### src/rtl/disp_pkg.sv
// disp_pkg: shared types, scan states and hex-to-segment table for the display scanner.
package disp_pkg;
    typedef logic [6:0] seg7_t;
    localparam seg7_t SEG_BLANK = 7'h7F;
    typedef enum logic [1:0] {IDLE, GUARD, SHOW} scan_state_e;
    // active-low {g,f,e,d,c,b,a} patterns for 0-F
    localparam seg7_t HEX_SEG [16] = '{
        7'h40, 7'h79, 7'h24, 7'h30, 7'h19, 7'h12, 7'h02, 7'h78,
        7'h00, 7'h10, 7'h08, 7'h03, 7'h46, 7'h21, 7'h06, 7'h0E
    };
endpackage

### src/rtl/hex7seg.sv
// hex7seg: combinational nibble to active-low 7-segment decoder.
module hex7seg
    import disp_pkg::*;
(
    input  logic [3:0] nib,
    output seg7_t      seg
);
    assign seg = HEX_SEG[nib];
endmodule

### src/rtl/disp_scan_ctrl.sv
// disp_scan_ctrl: self-timed N-digit 7-segment scanner with guard interval,
// per-frame snapshot and leading-zero blanking; all outputs registered.
module disp_scan_ctrl
    import disp_pkg::*;
#(
    parameter int N_DIGITS  = 4,
    parameter int DWELL_CYC = 50000,
    parameter int GUARD_CYC = 500,
    parameter int LZ_BLANK  = 1
)(
    input  logic                        clk,
    input  logic                        rst,
    input  logic                        en,
    input  logic                        blank_lz,
    input  logic [4*N_DIGITS-1:0]       digits,
    input  logic [N_DIGITS-1:0]         dp_in,
    output logic [N_DIGITS-1:0]         anodo,
    output seg7_t                       seg,
    output logic                        dp,
    output logic [$clog2(N_DIGITS)-1:0] digit_idx,
    output logic                        frame_tick
);
    localparam int MAXC = DWELL_CYC > GUARD_CYC ? DWELL_CYC : GUARD_CYC;
    localparam int CW = $clog2(MAXC + 1);
    localparam int IW = $clog2(N_DIGITS);
    localparam logic [CW-1:0] DLAST = CW'(DWELL_CYC - 1);
    localparam logic [CW-1:0] GLAST = CW'(GUARD_CYC > 0 ? GUARD_CYC - 1 : 0);
    localparam logic [IW-1:0] ILAST = IW'(N_DIGITS - 1);
    localparam logic [N_DIGITS-1:0] ONE = 1;
    // with no guard the engine steps SHOW to SHOW
    localparam scan_state_e GAP = GUARD_CYC > 0 ? GUARD : SHOW;

    scan_state_e st, st_n;
    logic [CW-1:0] cnt, cnt_n;
    logic [IW-1:0] idx, idx_n;
    logic load, z, blank;
    logic [4*N_DIGITS-1:0] snap_d, snap_d_n;
    logic [N_DIGITS-1:0] snap_p, snap_p_n, lz;
    logic [3:0] nib;
    seg7_t dec;

    always_comb begin
        st_n = st;
        cnt_n = cnt + 1'b1;
        idx_n = idx;
        load = 1'b0;
        if (!en) begin
            st_n = IDLE;
            cnt_n = '0;
            idx_n = '0;
        end else begin
            case (st)
                IDLE: begin
                    st_n = GAP;
                    cnt_n = '0;
                    idx_n = '0;
                    load = 1'b1;
                end
                GUARD: if (cnt == GLAST) begin
                    st_n = SHOW;
                    cnt_n = '0;
                end
                default: if (cnt == DLAST) begin
                    st_n = GAP;
                    cnt_n = '0;
                    idx_n = idx == ILAST ? '0 : idx + 1'b1;
                    load = idx == ILAST;
                end
            endcase
        end
    end

    // decode looks at the snapshot as it will be after this edge
    assign snap_d_n = load ? digits : snap_d;
    assign snap_p_n = load ? dp_in : snap_p;
    assign nib = snap_d_n[{idx_n, 2'b00} +: 4];

    // lz[i] is set when nibbles i..N-1 are all zero
    always_comb begin
        z = 1'b1;
        lz = '0;
        for (int i = N_DIGITS - 1; i >= 0; i--) begin
            z = z & (snap_d_n[4*i +: 4] == 4'h0);
            lz[i] = z;
        end
    end

    assign blank = (LZ_BLANK != 0) && blank_lz && (idx_n != '0) && lz[idx_n];
    assign digit_idx = idx;

    hex7seg u_dec (.nib(nib), .seg(dec));

    always_ff @(posedge clk or posedge rst) begin
        if (rst) begin
            st <= IDLE;
            cnt <= '0;
            idx <= '0;
            snap_d <= '0;
            snap_p <= '0;
            anodo <= '1;
            seg <= SEG_BLANK;
            dp <= 1'b1;
            frame_tick <= 1'b0;
        end else begin
            st <= st_n;
            cnt <= cnt_n;
            idx <= idx_n;
            snap_d <= snap_d_n;
            snap_p <= snap_p_n;
            anodo <= st_n == SHOW ? ~(ONE << idx_n) : '1;
            seg <= (st_n == SHOW && !blank) ? dec : SEG_BLANK;
            dp <= !(st_n == SHOW && snap_p_n[idx_n]);
            frame_tick <= load;
        end
    end
endmodule

### config.mk
export PLATFORM = sky130hd
export DESIGN_NAME = disp_scan_ctrl
export DESIGN_NICKNAME = d
export VERILOG_FILES = /design/src/rtl/disp_pkg.sv /design/src/rtl/hex7seg.sv /design/src/rtl/disp_scan_ctrl.sv
export SDC_FILE = /design/constraint.sdc
export NUM_CORES = 1
export LEC_CHECK = 0
export BUFFER_PORTS_ARGS = -buffer_cell sky130_fd_sc_hd__buf_4
export CORE_MARGIN = 2
export CORE_UTILIZATION = 55
export CTS_BUF_LIST = sky130_fd_sc_hd__clkbuf_16
export DETAILED_ROUTE_END_ITERATION = 10
export GPL_TIMING_DRIVEN = 0
export PLACE_DENSITY = 0.78
export RECOVER_POWER = 100
export SLEW_MARGIN = 30
export SYNTH_ARGS = -nofsm -noshare
export SYNTH_HDL_FRONTEND = slang
export SYNTH_SLANG_ARGS = --single-unit
export TNS_END_PERCENT = 1
### constraint.sdc
create_clock -name clk -period 4.1 [get_ports clk]
set_input_delay 0.82 -clock clk [delete_from_list [all_inputs] [get_ports clk]]
set_output_delay 0.82 -clock clk [all_outputs]
set_load 0.01 [all_outputs]
# After elaboration in Yosys (flattened, before gate mapping)
# Memory sizes are Yosys's and may differ from the RTL's.
# Cells that the tools add are included.
[word_totals]
reg_bits = 53
mem_bits_ro = 112
mem_count = 1
[mem_list]
columns = ["name", "depth", "width", "rd", "rd_clocked_by_memory_dff", "wr", "line", "text"]
rows = [
  ["(no name shown)", 16, 7, 1, 0, 0, "hex7seg.sv:8", "assign seg = HEX_SEG[nib];"],
]
[classes]
n_addsub = 2
n_lt_le_gt_ge = 2
n_eq_ne = 5
shifts = 2
mux = 25
n_bitwise = 5
n_reduce_logical = 12
[op_table]
columns = ["op", "n"]
rows = [
  ["two-way mux 16 bit", 4],
  ["case mux 16 bit (2 select lines)", 1],
  ["two-way mux 7 bit", 3],
  ["adder 16 x 1 -> 16 bit, second input constant", 1],
  ["== test 16 bit, second input constant", 1],
  ["== test 16 x 9 -> 1 bit, second input constant", 1],
  ["zero test 4 bit", 4],
  ["indexed part select 16 x 5 -> 4 bit", 1],
  ["two-way mux 2 bit", 6],
  ["two-way mux 4 bit", 2],
  ["case mux 2 bit (2 select lines)", 2],
  ["greater-or-equal comparator 5 bit, second input constant", 1],
  ["inverter 4 -> 5 bit", 1],
  ["binary-select mux 1 bit (select 2 bit)", 2],
  ["== test 2 bit, second input constant", 2],
  ["logical AND 1 bit", 4],
  ["two-way mux 1 bit", 4],
  ["inverter 4 bit", 1],
  ["<< shifter 1 x 2 -> 4 bit, first input constant", 1],
  ["AND 1 bit", 3],
  ["less-than comparator 2 x 3 -> 1 bit, second input constant", 1],
  ["adder 2 x 1 -> 2 bit, second input constant", 1],
  ["== test 2 x 1 -> 1 bit, second input constant", 1],
  ["zero test 1 bit", 2],
  ["3 further kinds", 3],
]

# Depth between registers and ports, before layout
# Gate-level depths: netlist (run 1).
[depth]
word_depth = 15
mapped_depth = 16
depth_no_buf = 13

# Hierarchy
# A second synthesis (run 1) with hierarchy kept.
[unflattened]
hier_cells = 265
area_unflattened_um2 = 2944.1
[modules_own_cells]
columns = ["module", "instances", "cells_each", "area_per_inst_um2", "seq_area_each_um2"]
rows = [
  ["disp_scan_ctrl", 1, 234, 2681.3, 1341.3],
  ["hex7seg", 1, 31, 262.8, 0.0],
]

# Worst setup path before layout (run 1)
# Ideal clock, no wire load.
[synth_path]
path_kind = "reg-to-reg"
start = "register cnt[0]"
end = "register seg[6]"
setup_time_ns = 0.083
t_arrival_ns = 3.306
t_required_ns = 4.017
setup_slack_ns = 0.711
path_stages_with_launch = 15
cell_sequence = "dfrtp_1 -> ha_1 -> and3_1 -> buf_6 -> and4_4 -> buf_6 -> a21oi_4 -> buf_4 -> mux2i_1 -> mux2i_1 -> mux2i_1 -> inv_1 -> ha_1 -> mux2_4 -> a221o_1"
[synth_between]
elab_chain_cells = 15
elab_cells_between_ends = 34
cone_classes = "3 x eq/ne; 1 x shift; 16 x mux; 4 x bitwise; 9 x reduce/logical; 1 x memory"
[synth_rtl]
columns = ["element", "line", "text"]
rows = [
  ["start, declared", "disp_scan_ctrl.sv:34", "logic [CW-1:0] cnt, cnt_n;"],
  ["start signal, assigned", "disp_scan_ctrl.sv:106", "cnt <= cnt_n;"],
  ["branches (longest 14 deep; another with memory (16 x 7 bit))", "--", ""],
  ["two-way mux 7 bit *", "disp_scan_ctrl.sv:111", "seg <= (st_n == SHOW && !blank) ? dec : SEG_BLANK;"],
  ["end signal, assigned", "disp_scan_ctrl.sv:111", ""],
  ["end, declared", "disp_scan_ctrl.sv:18", "output seg7_t seg,"],
]
# Mark *: on every way between the ends. The select of a mux whose other input is x is not followed.

# Worst setup path in the final report (run 1)
# Ends and elaborated chain as after synthesis.

==> run_results.csv, run 1 <==
group,metric,value,unit
finish,finish.utilization,0.654,
timing,hold_viol_final,0,
placed_design,post-place-cells,378,
detailed_routing,drc,0,
grt,grt_max_degree,42,
logic_synthesis,synthAdderAreaFrac,0.0353,
finish,stdcell_count,386,
clock_tree,root_buffer,"clkbuf_16",
placed_design,postPlaceCellArea,3230,um2
timing,min_period,3920,ps
timing,rsz0062_at_grt,"no",
grt,grt_pass1_vias,2022,
grt,overflow,0,
logic_synthesis,synthArstFlopShare,1.00,
timing,setup_viol,0,
grt,grt_pass1_wl,9190,um
job,maxCapViolCount,1,
clock_tree,cts_tree,"yes",
placed_design,portBuffers,38,
pwr,p_leak,1.60,nW
grt,grt_usage,0.215,
setup_path,arrival,4130,ps
floorplan,start_util,0.563,
detailed_routing,vias,2081,
detailed_routing,antenna_left,0,
timing,slew_headroom,-0.419,
finish,fillerInstances,417,
clock_tree,cts_inserted_buffers,5,
floorplan,chipWidth,75.8,um
clock_tree,clockBufferDepth,2,
finish,postLayoutCellArea,3300,um2
finish,multi_input_area,1320,um2
timing,setup-tns-final,0,ps
logic_synthesis,syn_avg_cell_area,10.5,um2
floorplan,std_cell_rows,26,
logic_synthesis,synth_top_family_by_area,"simple AND/OR/NAND/NOR gates",
clock_tree,cts_setup_buffers,0,
floorplan,core_area,5040,um2
placed_design,hpwl,4150,um
logic_synthesis,synth_nets,301,
setup_path,max_stage_delay,430,ps
logic_synthesis,postSynthCellCount,269,
clock_tree,postCtsResizedCells,0,
setup_path,cpMostUsedCell,"mux2i_1",
finish,area_growth,16.2,%
setup_path,setup.worst_path.end_class,"flip-flop",
clock_tree,cts.hold.buffers_added,0,
status,violations,"max-capacitance violations, max-slew violations",
logic_synthesis,mappedNetlistArea,2840,um2
floorplan,io_pins,39,
setup_path,worstPathRequired,4310,ps
logic_synthesis,ys_seq_area_frac,0.473,
clock_tree,path_clk_slew,70,ps
logic_synthesis,yosys.cell_types.count,53,
logic_synthesis,synthXorXnorAreaFrac,0.0432,
clock_tree,cts_num_sinks,53,
logic_synthesis,synth_top_flop_cell,"dfrtp_1",
timing,max_clock_freq,255,MHz
placed_design,gp_congestion,0.847,
clock_tree,clk_latency,290,ps
setup_path,critPathMaxFanout,10,
detailed_routing,viasPerCell,5.39,
pwr,p_per_area,357,nW/um2
setup_path,crit_type,"flip-flop to flip-flop",
detailed_routing,drtPass1Iterations,4,
worst_hold_path,hold_path_class,"flip-flop to flip-flop",
timing,fin_crit_sh,0.955,
pwr,irDropWorstVdd,0.273,mV
logic_synthesis,synth_mux_area_frac,0.107,
logic_synthesis,synth-edff-count,0,
floorplan,dieArea,5750,um2
timing,fin_skew,3.72,ps
setup_path,start_kind,"flip-flop",
clock_tree,htreeDepth,2,
setup_path,crit_path_top_delay_cell,"mux2i_1",
grt,antenna_found_initial,0,
detailed_routing,wl_per_cell,14.3,um
logic_synthesis,synth.ff_latch_count,53,
detailed_routing,totalWireLength,5540,um
logic_synthesis,synth-compound-area-share,0.116,
detailed_routing,drtIter0Drc,78,
logic_synthesis,yosys_warnings,0,
finish,final_nets,347,
timing,tightest_slew,2130,ps
finish,layout-drive-gt1-share,0.203,
logic_synthesis,yosys.area_share.simple,0.172,
finish,antenna-diode-count,0,
timing,slew_viol_final,42,
setup_path,crit_chain,"ha_1 -> and3_1 -> buf_6 -> and4_4 -> buf_6 -> a21oi_4 -> buf_4 -> mux2i_1 -> mux2i_1 -> mux2i_1 -> inv_1 -> ha_1 -> mux2_1 -> a221o_1",
finish,seqCellArea,1340,um2
status,status,"finished, violations left",
floorplan,fp.dieH,75.8,um
==> where the power goes <==
group	internal (mW)	switching [mW]
Sequential	0.554	0.0102
Combinational	0.0706	0.104
Clock	0.259	0.179
Total	0.884	0.292
==> Yosys cell counts, types with 2 or more instances <==
| library cell | number | area [um2] |
|---|---|---|
| nand2_1 | 31 | 116 |
| dfrtp_1 | 41 | 1030 |
| a21oi_1 | 4 | 20.0 |
| a221o_1 | 3 | 30.0 |
| nor3_1 | 6 | 30.0 |
| and3_1 | 8 | 50.1 |
| buf_6 | 2 | 22.5 |
| nand3_1 | 5 | 25.0 |
| a211oi_1 | 5 | 37.5 |
| dfstp_2 | 12 | 315 |
| inv_1 | 26 | 97.6 |
| mux2_2 | 4 | 45.0 |
| nand4_1 | 4 | 25.0 |
| a41oi_1 | 2 | 17.5 |
| a21o_1 | 3 | 22.5 |
| mux2i_1 | 22 | 220 |
| a211oi_2 | 3 | 37.5 |
| xnor2_1 | 4 | 35.0 |
| inv_2 | 2 | 7.51 |
| and2_1 | 2 | 12.5 |
| xor2_1 | 10 | 87.6 |
| nor3b_1 | 3 | 22.5 |
| nor2_1 | 25 | 93.8 |
| ha_1 | 8 | 100 |
| o21ai_0 | 5 | 25.0 |
| and4_1 | 2 | 17.5 |
==> through the flow <==
stage | total power, mW | setup slack [ps] | hold WS (ps)
final | 1.18 | 183 | 463
after global routing | 1.23 | 21.0 | 475
after CTS | 1.19 | 188 | 443
after detailed placement | 0.753 | 180 | 460
after global placement | 0.743 | 203 | 454
after floorplan | 0.697 | 711 | 433
==> worst max-delay path: cells and delay by family, from the launching register on <==
family | cells | cell delay, ps
mux | 4 | 1190
simple gates | 2 | 380
buf+inv | 4 | 710
flops | 1 | 400
fa+ha+maj | 2 | 500
compound gates | 2 | 640
==> final timing paths <==
path                       startpoint      to  slack, ps  cells past startpoint
setup / recovery               cnt[0]  seg[6]        180                     14
hold / removal                 cnt[0]  cnt[0]        460                      1
setup reg to reg               cnt[0]  seg[6]        180                     14
hold reg to reg                cnt[0]  cnt[0]        460                      1
max in group asynchronous         rst  cnt[1]       1200                      3
min in group asynchronous         rst  cnt[8]        550                      2
==> layout make-up <==
| type | instances | area share |
|---|---|---|
| Inverter | 29 | 0.0349 |
| Clock inverter | 2 | 0.00228 |
| Clock buffer | 6 | 0.0456 |
| Buffer | 5 | 0.0114 |
| Sequential cell | 53 | 0.407 |
| Tap cell | 70 | 0.0266 |
| Timing Repair Buffer | 39 | 0.0706 |
| Multi-Input combinational cell | 182 | 0.402 |
==> logic make-up after synthesis <==
logic type / after synthesis
simple gates: 94
flops: 53
compound gates: 38
buf+inv: 34
mux: 28
xor+xnor: 14
fa+ha+maj: 8
==> placed cells by master (no fill, tap or decap), drive strengths merged, types with 6 or more instances in the layout <==
master   n
dfstp   12
nor2    26
nand2   32
and3     8
inv     28
nor3     6
buf     25
clkbuf  25
xor2    10
dfrtp   41
a21oi    6
ha       8
mux2i   23
a211oi   9
==> routing by layer <==
metal	GRT usage	vias to the layer above	share of wire
met5	0	-	0
met4	0.0468	0	0.0081
met3	0.0556	5	0.027
met2	0.382	31	0.52
met1	0.261	1030	0.45
li1	-	1015	-
==> state kept, by name (all words and copies together) (netlist names) <==
signal	cells
anodo	4
seg	7
digit_idx	2
snap_p	4
dp	1
st	2
snap_d	16
cnt	16
frame_tick	1
No activity file was read; power rests on OpenSTA's default activity.
==> run 2: changes to the inputs <==
CAP_MARGIN = 5   (was default)
CORE_UTILIZATION = 45   (was 55)
PLACE_DENSITY = 0.66   (was 0.78)
==> run_results.csv, run 2 (synthesized netlist as in run 1, its figures left out) <==
group,metric,value,unit
timing,tightest_slew,2660,ps
clock_tree,clk_latency,290,ps
setup_path,crit_path_top_delay_cell,"dfrtp_1",
status,violations,"max-capacitance violations, max-slew violations",
pwr,p_per_area,345,nW/um2
clock_tree,root_buffer,"clkbuf_16",
grt,grt_max_degree,52,
clock_tree,cts_inserted_buffers,5,
timing,fin_skew,4.86,ps
clock_tree,clockBufferDepth,2,
pwr,p_total,1.14,mW
placed_design,post-place-cells,383,
placed_design,hpwl,4420,um
grt,grt_usage,0.184,
finish,final_cell_mix,"41 x dfrtp_1, 31 x nand2_1, 29 x inv_1",
pwr,irDropWorstVdd,0.163,mV
clock_tree,cts_num_sinks,53,
detailed_routing,wl_per_cell,15.1,um
finish,stdcell_count,391,
setup_path,r2r_slack,310,ps
finish,final_nets,347,
detailed_routing,totalWireLength,5890,um
setup_path,r2r_start,"cnt[0]",
placed_design,gp_congestion,0.783,
placed_design,portBuffers,38,
detailed_routing,vias,2064,
timing,fin_crit_sh,0.925,
clock_tree,cts_tree,"yes",
timing,slew_viol_final,52,
setup_path,critPathMaxFanout,10,
timing,max_clock_freq,264,MHz
timing,hold_viol_final,0,
clock_tree,path_clk_slew,60,ps
timing,final.setup.worst_slack,309,ps
floorplan,core_area,5990,um2
floorplan,dieArea,6950,um2
clock_tree,cts.hold.buffers_added,0,
detailed_routing,viasPerCell,5.28,
placed_design,dpl_worst_slack,189,ps
floorplan,start_util,0.473,
timing,min_period,3790,ps
finish,area_growth,16.1,%
setup_path,start_kind,"flip-flop",
setup_path,setup.worst_path.end_class,"flip-flop",
setup_path,crit_type,"flip-flop to flip-flop",
timing,setup-tns-final,0,ps
grt,grt_pass1_vias,2168,
setup_path,setup.worst_path.start,"cnt[0]",
grt,grt_pass1_wl,10300,um
pwr,p_leak,1.60,nW
job,maxCapViolCount,1,
floorplan,fp.dieH,83.4,um
finish,finish.utilization,0.550,
grt,antenna_found_initial,0,
setup_path,worstRegToRegCells,14,
setup_path,worstPathRequired,4310,ps
finish,final_common_cell,"dfrtp_1",
grt,overflow,0,
timing,rsz0062_at_grt,"no",
setup_path,rr_endpoint,"seg[6]",
setup_path,arrival,4000,ps
setup_path,crit_end,"seg[6]",
finish,antenna-diode-count,0,
floorplan,chipWidth,83.4,um
detailed_routing,drtIter0Drc,90,
finish,reg_top3,"cnt x16, snap_d x16, seg x7",
timing,slew_headroom,-0.774,
floorplan,std_cell_rows,28,
setup_path,crit_chain,"ha_1 -> and3_1 -> buf_6 -> and4_4 -> buf_6 -> a21oi_4 -> buf_4 -> mux2i_1 -> mux2i_1 -> mux2i_2 -> inv_1 -> ha_1 -> mux2_1 -> a221o_1",
status,status,"finished, violations left",
clock_tree,htreeDepth,2,
finish,fillerInstances,564,
worst_hold_path,hold_path_class,"primary input to asynchronous set/reset pin",
finish,layout-drive-gt1-share,0.203,
detailed_routing,drtPass1Iterations,4,
floorplan,io_pins,39,
setup_path,max_stage_delay,390,ps
detailed_routing,drc,0,
timing,setup_viol,0,
detailed_routing,antenna_left,0,
[run 2: worst min-delay path by stage]
stage,slack (ps),end,depth (start not counted),start
after floorplan,430,cnt[0],1,cnt[0]
after global placement,450,cnt[0],1,cnt[0]
after detailed placement,460,cnt[0],1,cnt[0]
after CTS,390,frame_tick,2,rst
after global routing,410,snap_p[0],2,rst
final,410,frame_tick,2,rst
[run 2: stage by stage]
| step | cell area, um2 | hold slack, ps |
|---|---|---|
| detailed placement | 3250 | 457 |
| global placement | 3220 | 446 |
| global route | 3290 | 414 |
| floorplan | 2840 | 433 |
| finish | 3290 | 410 |
| CTS | 3380 | 395 |
[run 2: layout make-up]
class | count | area (um2) | area share
buffer | 5 | 37.5 | 0.0114
clock buffer | 5 | 125 | 0.0380
clock inverter | 3 | 12.5 | 0.00380
inverter | 29 | 115 | 0.0350
multi-input combinational | 182 | 1340 | 0.405
sequential | 53 | 1340 | 0.407
tap | 75 | 93.8 | 0.0285
timing repair buffer | 39 | 233 | 0.0707
[run 2: where the power goes]
group	leakage (nW)	switching, mW	internal [mW]	total, mW
Clock	0.0762	0.175	0.221	0.396
Sequential	0.654	0.00971	0.554	0.563
Combinational	0.871	0.105	0.0712	0.177
[run 2: metal layers]
layer	up-vias	track usage	routed length [um]
met1	1003	0.248	2730
met5	-	0	0
met4	0	0.0551	57
met3	5	0.0358	195
li1	1023	-	-
met2	33	0.302	2910
[run 2: worst max-delay path: cells and delay by family (launching register included)]
family,cells,cell delay [ps]
adders and majority gates,2,500
muxes,4,1120
DFF,1,390
AOI/OAI and AO/OA,2,620
buffers and inverters,4,710
and+or+nand+nor,2,380
[run 2: what timing repair did]
action | 4_1_cts | 5_1_grt
buffers inserted | 0 | 0
setup endpoints to repair | 0 | 5
resized for setup | 0 | 1
==> run 3: changes to the inputs <==
SYNTH_HIERARCHICAL = 1   (was default)
==> run_results.csv, run 3 <==
group,metric,value,unit
status,status,"finished, violations left",
status,violations,"max-capacitance violations, max-slew violations",
logic_synthesis,synth-compound-area-share,0.104,
logic_synthesis,yosys.area_share.simple,0.210,
clock_tree,root_buffer,"clkbuf_16",
detailed_routing,drtIter0Drc,148,
setup_path,worstPathRequired,4300,ps
logic_synthesis,yosys.cell_types.count,54,
floorplan,start_util,0.464,
worst_hold_path,hold_path_class,"flip-flop to flip-flop",
floorplan,fp.dieH,84.9,um
grt,grt_max_degree,44,
finish,layout-drive-gt1-share,0.208,
finish,area_growth,16.4,%
grt,grt_pass1_wl,10400,um
timing,hold_viol_final,0,
clock_tree,cts.hold.buffers_added,0,
setup_path,arrival,4100,ps
grt,overflow,0,
timing,slew_headroom,-0.534,
clock_tree,htreeDepth,2,
logic_synthesis,synth_commonest_cells,"41 x dfrtp_1, 27 x nor2_1, 15 x nand2_1, 14 x inv_1",
logic_synthesis,synthXorXnorAreaFrac,0.0416,
logic_synthesis,synth_nets,298,
floorplan,io_pins,39,
finish,stdcell_count,389,
pwr,p_per_area,354,nW/um2
pwr,irDropWorstVdd,0.184,mV
clock_tree,clockBufferDepth,2,
logic_synthesis,synth_area_leaders,"dfrtp_1 35%, dfstp_2 11%, mux2_2 4.6%",
placed_design,hpwl,4610,um
timing,setup_viol,0,
clock_tree,cts_num_sinks,53,
logic_synthesis,mappedNetlistArea,2940,um2
pwr,p_leak,1.43,nW
job,maxCapViolCount,1,
placed_design,dpl_worst_slack,90.0,ps
finish,final_common_cell,"dfrtp_1",
setup_path,start_kind,"flip-flop",
detailed_routing,totalWireLength,6110,um
detailed_routing,drc,0,
timing,min_period,3900,ps
floorplan,std_cell_rows,29,
logic_synthesis,synth_top_family_by_area,"simple AND/OR/NAND/NOR gates",
placed_design,gp_congestion,0.812,
detailed_routing,vias,2117,
detailed_routing,wl_per_cell,15.7,um
clock_tree,clk_latency,290,ps
logic_synthesis,synthArstFlopShare,1.00,
grt,grt_usage,0.182,
placed_design,post-place-cells,380,
logic_synthesis,synth-edff-count,0,
pwr,p_total,1.21,mW
timing,fin_skew,5.95,ps
logic_synthesis,syn_avg_cell_area,11.1,um2
finish,final_cell_mix,"41 x dfrtp_1, 27 x nor2_1, 22 x buf_4",
detailed_routing,viasPerCell,5.44,
timing,rsz0062_at_grt,"no",
floorplan,dieArea,7210,um2
logic_synthesis,synthAdderAreaFrac,0.0382,
setup_path,crit_type,"flip-flop to flip-flop",
detailed_routing,drtPass1Iterations,4,
logic_synthesis,yosysTopAreaCell,"dfrtp_1",
logic_synthesis,synth_most_common_cell,"dfrtp_1",
logic_synthesis,synth_top_flop_cell,"dfrtp_1",
timing,setup-tns-final,0,ps
logic_synthesis,ys_seq_area_frac,0.456,
logic_synthesis,yosys_warnings,6,
timing,max_clock_freq,256,MHz
timing,tightest_slew,2300,ps
setup_path,critPathMaxFanout,10,
detailed_routing,antenna_left,0,
clock_tree,cts_tree,"yes",
logic_synthesis,postSynthCellCount,265,
placed_design,portBuffers,37,
finish,reg_top3,"cnt x16, snap_d x16, seg x7",
finish,finish.utilization,0.540,
logic_synthesis,synth_top_area_frac,0.348,
logic_synthesis,synth.ff_latch_count,53,
setup_path,setup.worst_path.end_class,"flip-flop",
clock_tree,path_clk_slew,70,ps
timing,fin_crit_sh,0.951,
clock_tree,cts_inserted_buffers,5,
floorplan,core_area,6350,um2
timing,slew_viol_final,44,
grt,antenna_found_initial,0,
finish,antenna-diode-count,0,
finish,final_nets,344,
timing,final.setup.worst_slack,200,ps
floorplan,chipWidth,84.9,um
logic_synthesis,synth_mux_area_frac,0.113,
grt,grt_pass1_vias,2131,
## run 3: layout make-up
| type | count | area [um2] |
|---|---|---|
| Buffer | 8 | 55.1 |
| Clock buffer | 5 | 125 |
| Clock inverter | 3 | 42.5 |
| Fill cell | 576 | 2920 |
| Inverter | 15 | 57.6 |
| Multi-Input combinational cell | 189 | 1480 |
| Sequential cell | 53 | 1340 |
| Tap cell | 77 | 96.3 |
| Timing Repair Buffer | 39 | 233 |
## run 3: metal layers
metal / wire (um) / GRT usage / share of wire / vias to the layer above
li1: - / - / - / 1044
met1: 3120 / 0.267 / 0.51 / 1026
met2: 2690 / 0.273 / 0.44 / 43
met3: 223 / 0.0331 / 0.037 / 4
met4: 65 / 0.0606 / 0.011 / 0
met5: 0 / 0 / 0 / -
## run 3: worst paths after layout
path                       startpoint   endpoint  slack [ps]  cells past startpoint
max                           cnt[11]     seg[3]         200                     13
max reg2reg                   cnt[11]     seg[3]         200                     13
min in group asynchronous         rst  snap_d[1]         520                      2
min                         snap_p[1]  snap_p[1]         490                      1
max in group asynchronous         rst     cnt[8]        1100                      3
min reg2reg                 snap_p[1]  snap_p[1]         490                      1
## run 3: per-stage QoR
stage	hold WS, ps	instance area (um2)
after detailed placement	479	3350
after global routing	517	3430
final	493	3430
after global placement	479	3320
after CTS	428	3520
after floorplan	451	2940
## run 3: worst max-delay path, stage by stage (launching register included)
cell,delay (ps)
dfrtp_1,420
or4_1,550
buf_6,160
nor4_4,290
o211ai_1,240
buf_6,230
mux2_1,350
o2bb2ai_1,150
a221o_2,390
inv_1,170
ha_1,180
inv_1,40
mux4_1,470
nand3b_1,170
## run 3: cell families after synthesis
family	count (synthesis)
compound gates	32
simple gates	106
xor+xnor	14
flops	53
fa+ha+maj	9
mux	28
buf+inv	23
## run 3: power by group
part / switching, mW / leakage (nW) / internal, mW
clock network: 0.187 / 0.0852 / 0.287
logic: 0.0912 / 0.700 / 0.0812
registers: 0.0134 / 0.650 / 0.555
total: 0.291 / 1.43 / 0.923
## run 3: timing repair
action,CTS,global route
gates resized for setup,0,2
endpoints found under the hold margin,0,0
setup buffers,0,1
setup endpoints to repair,0,1
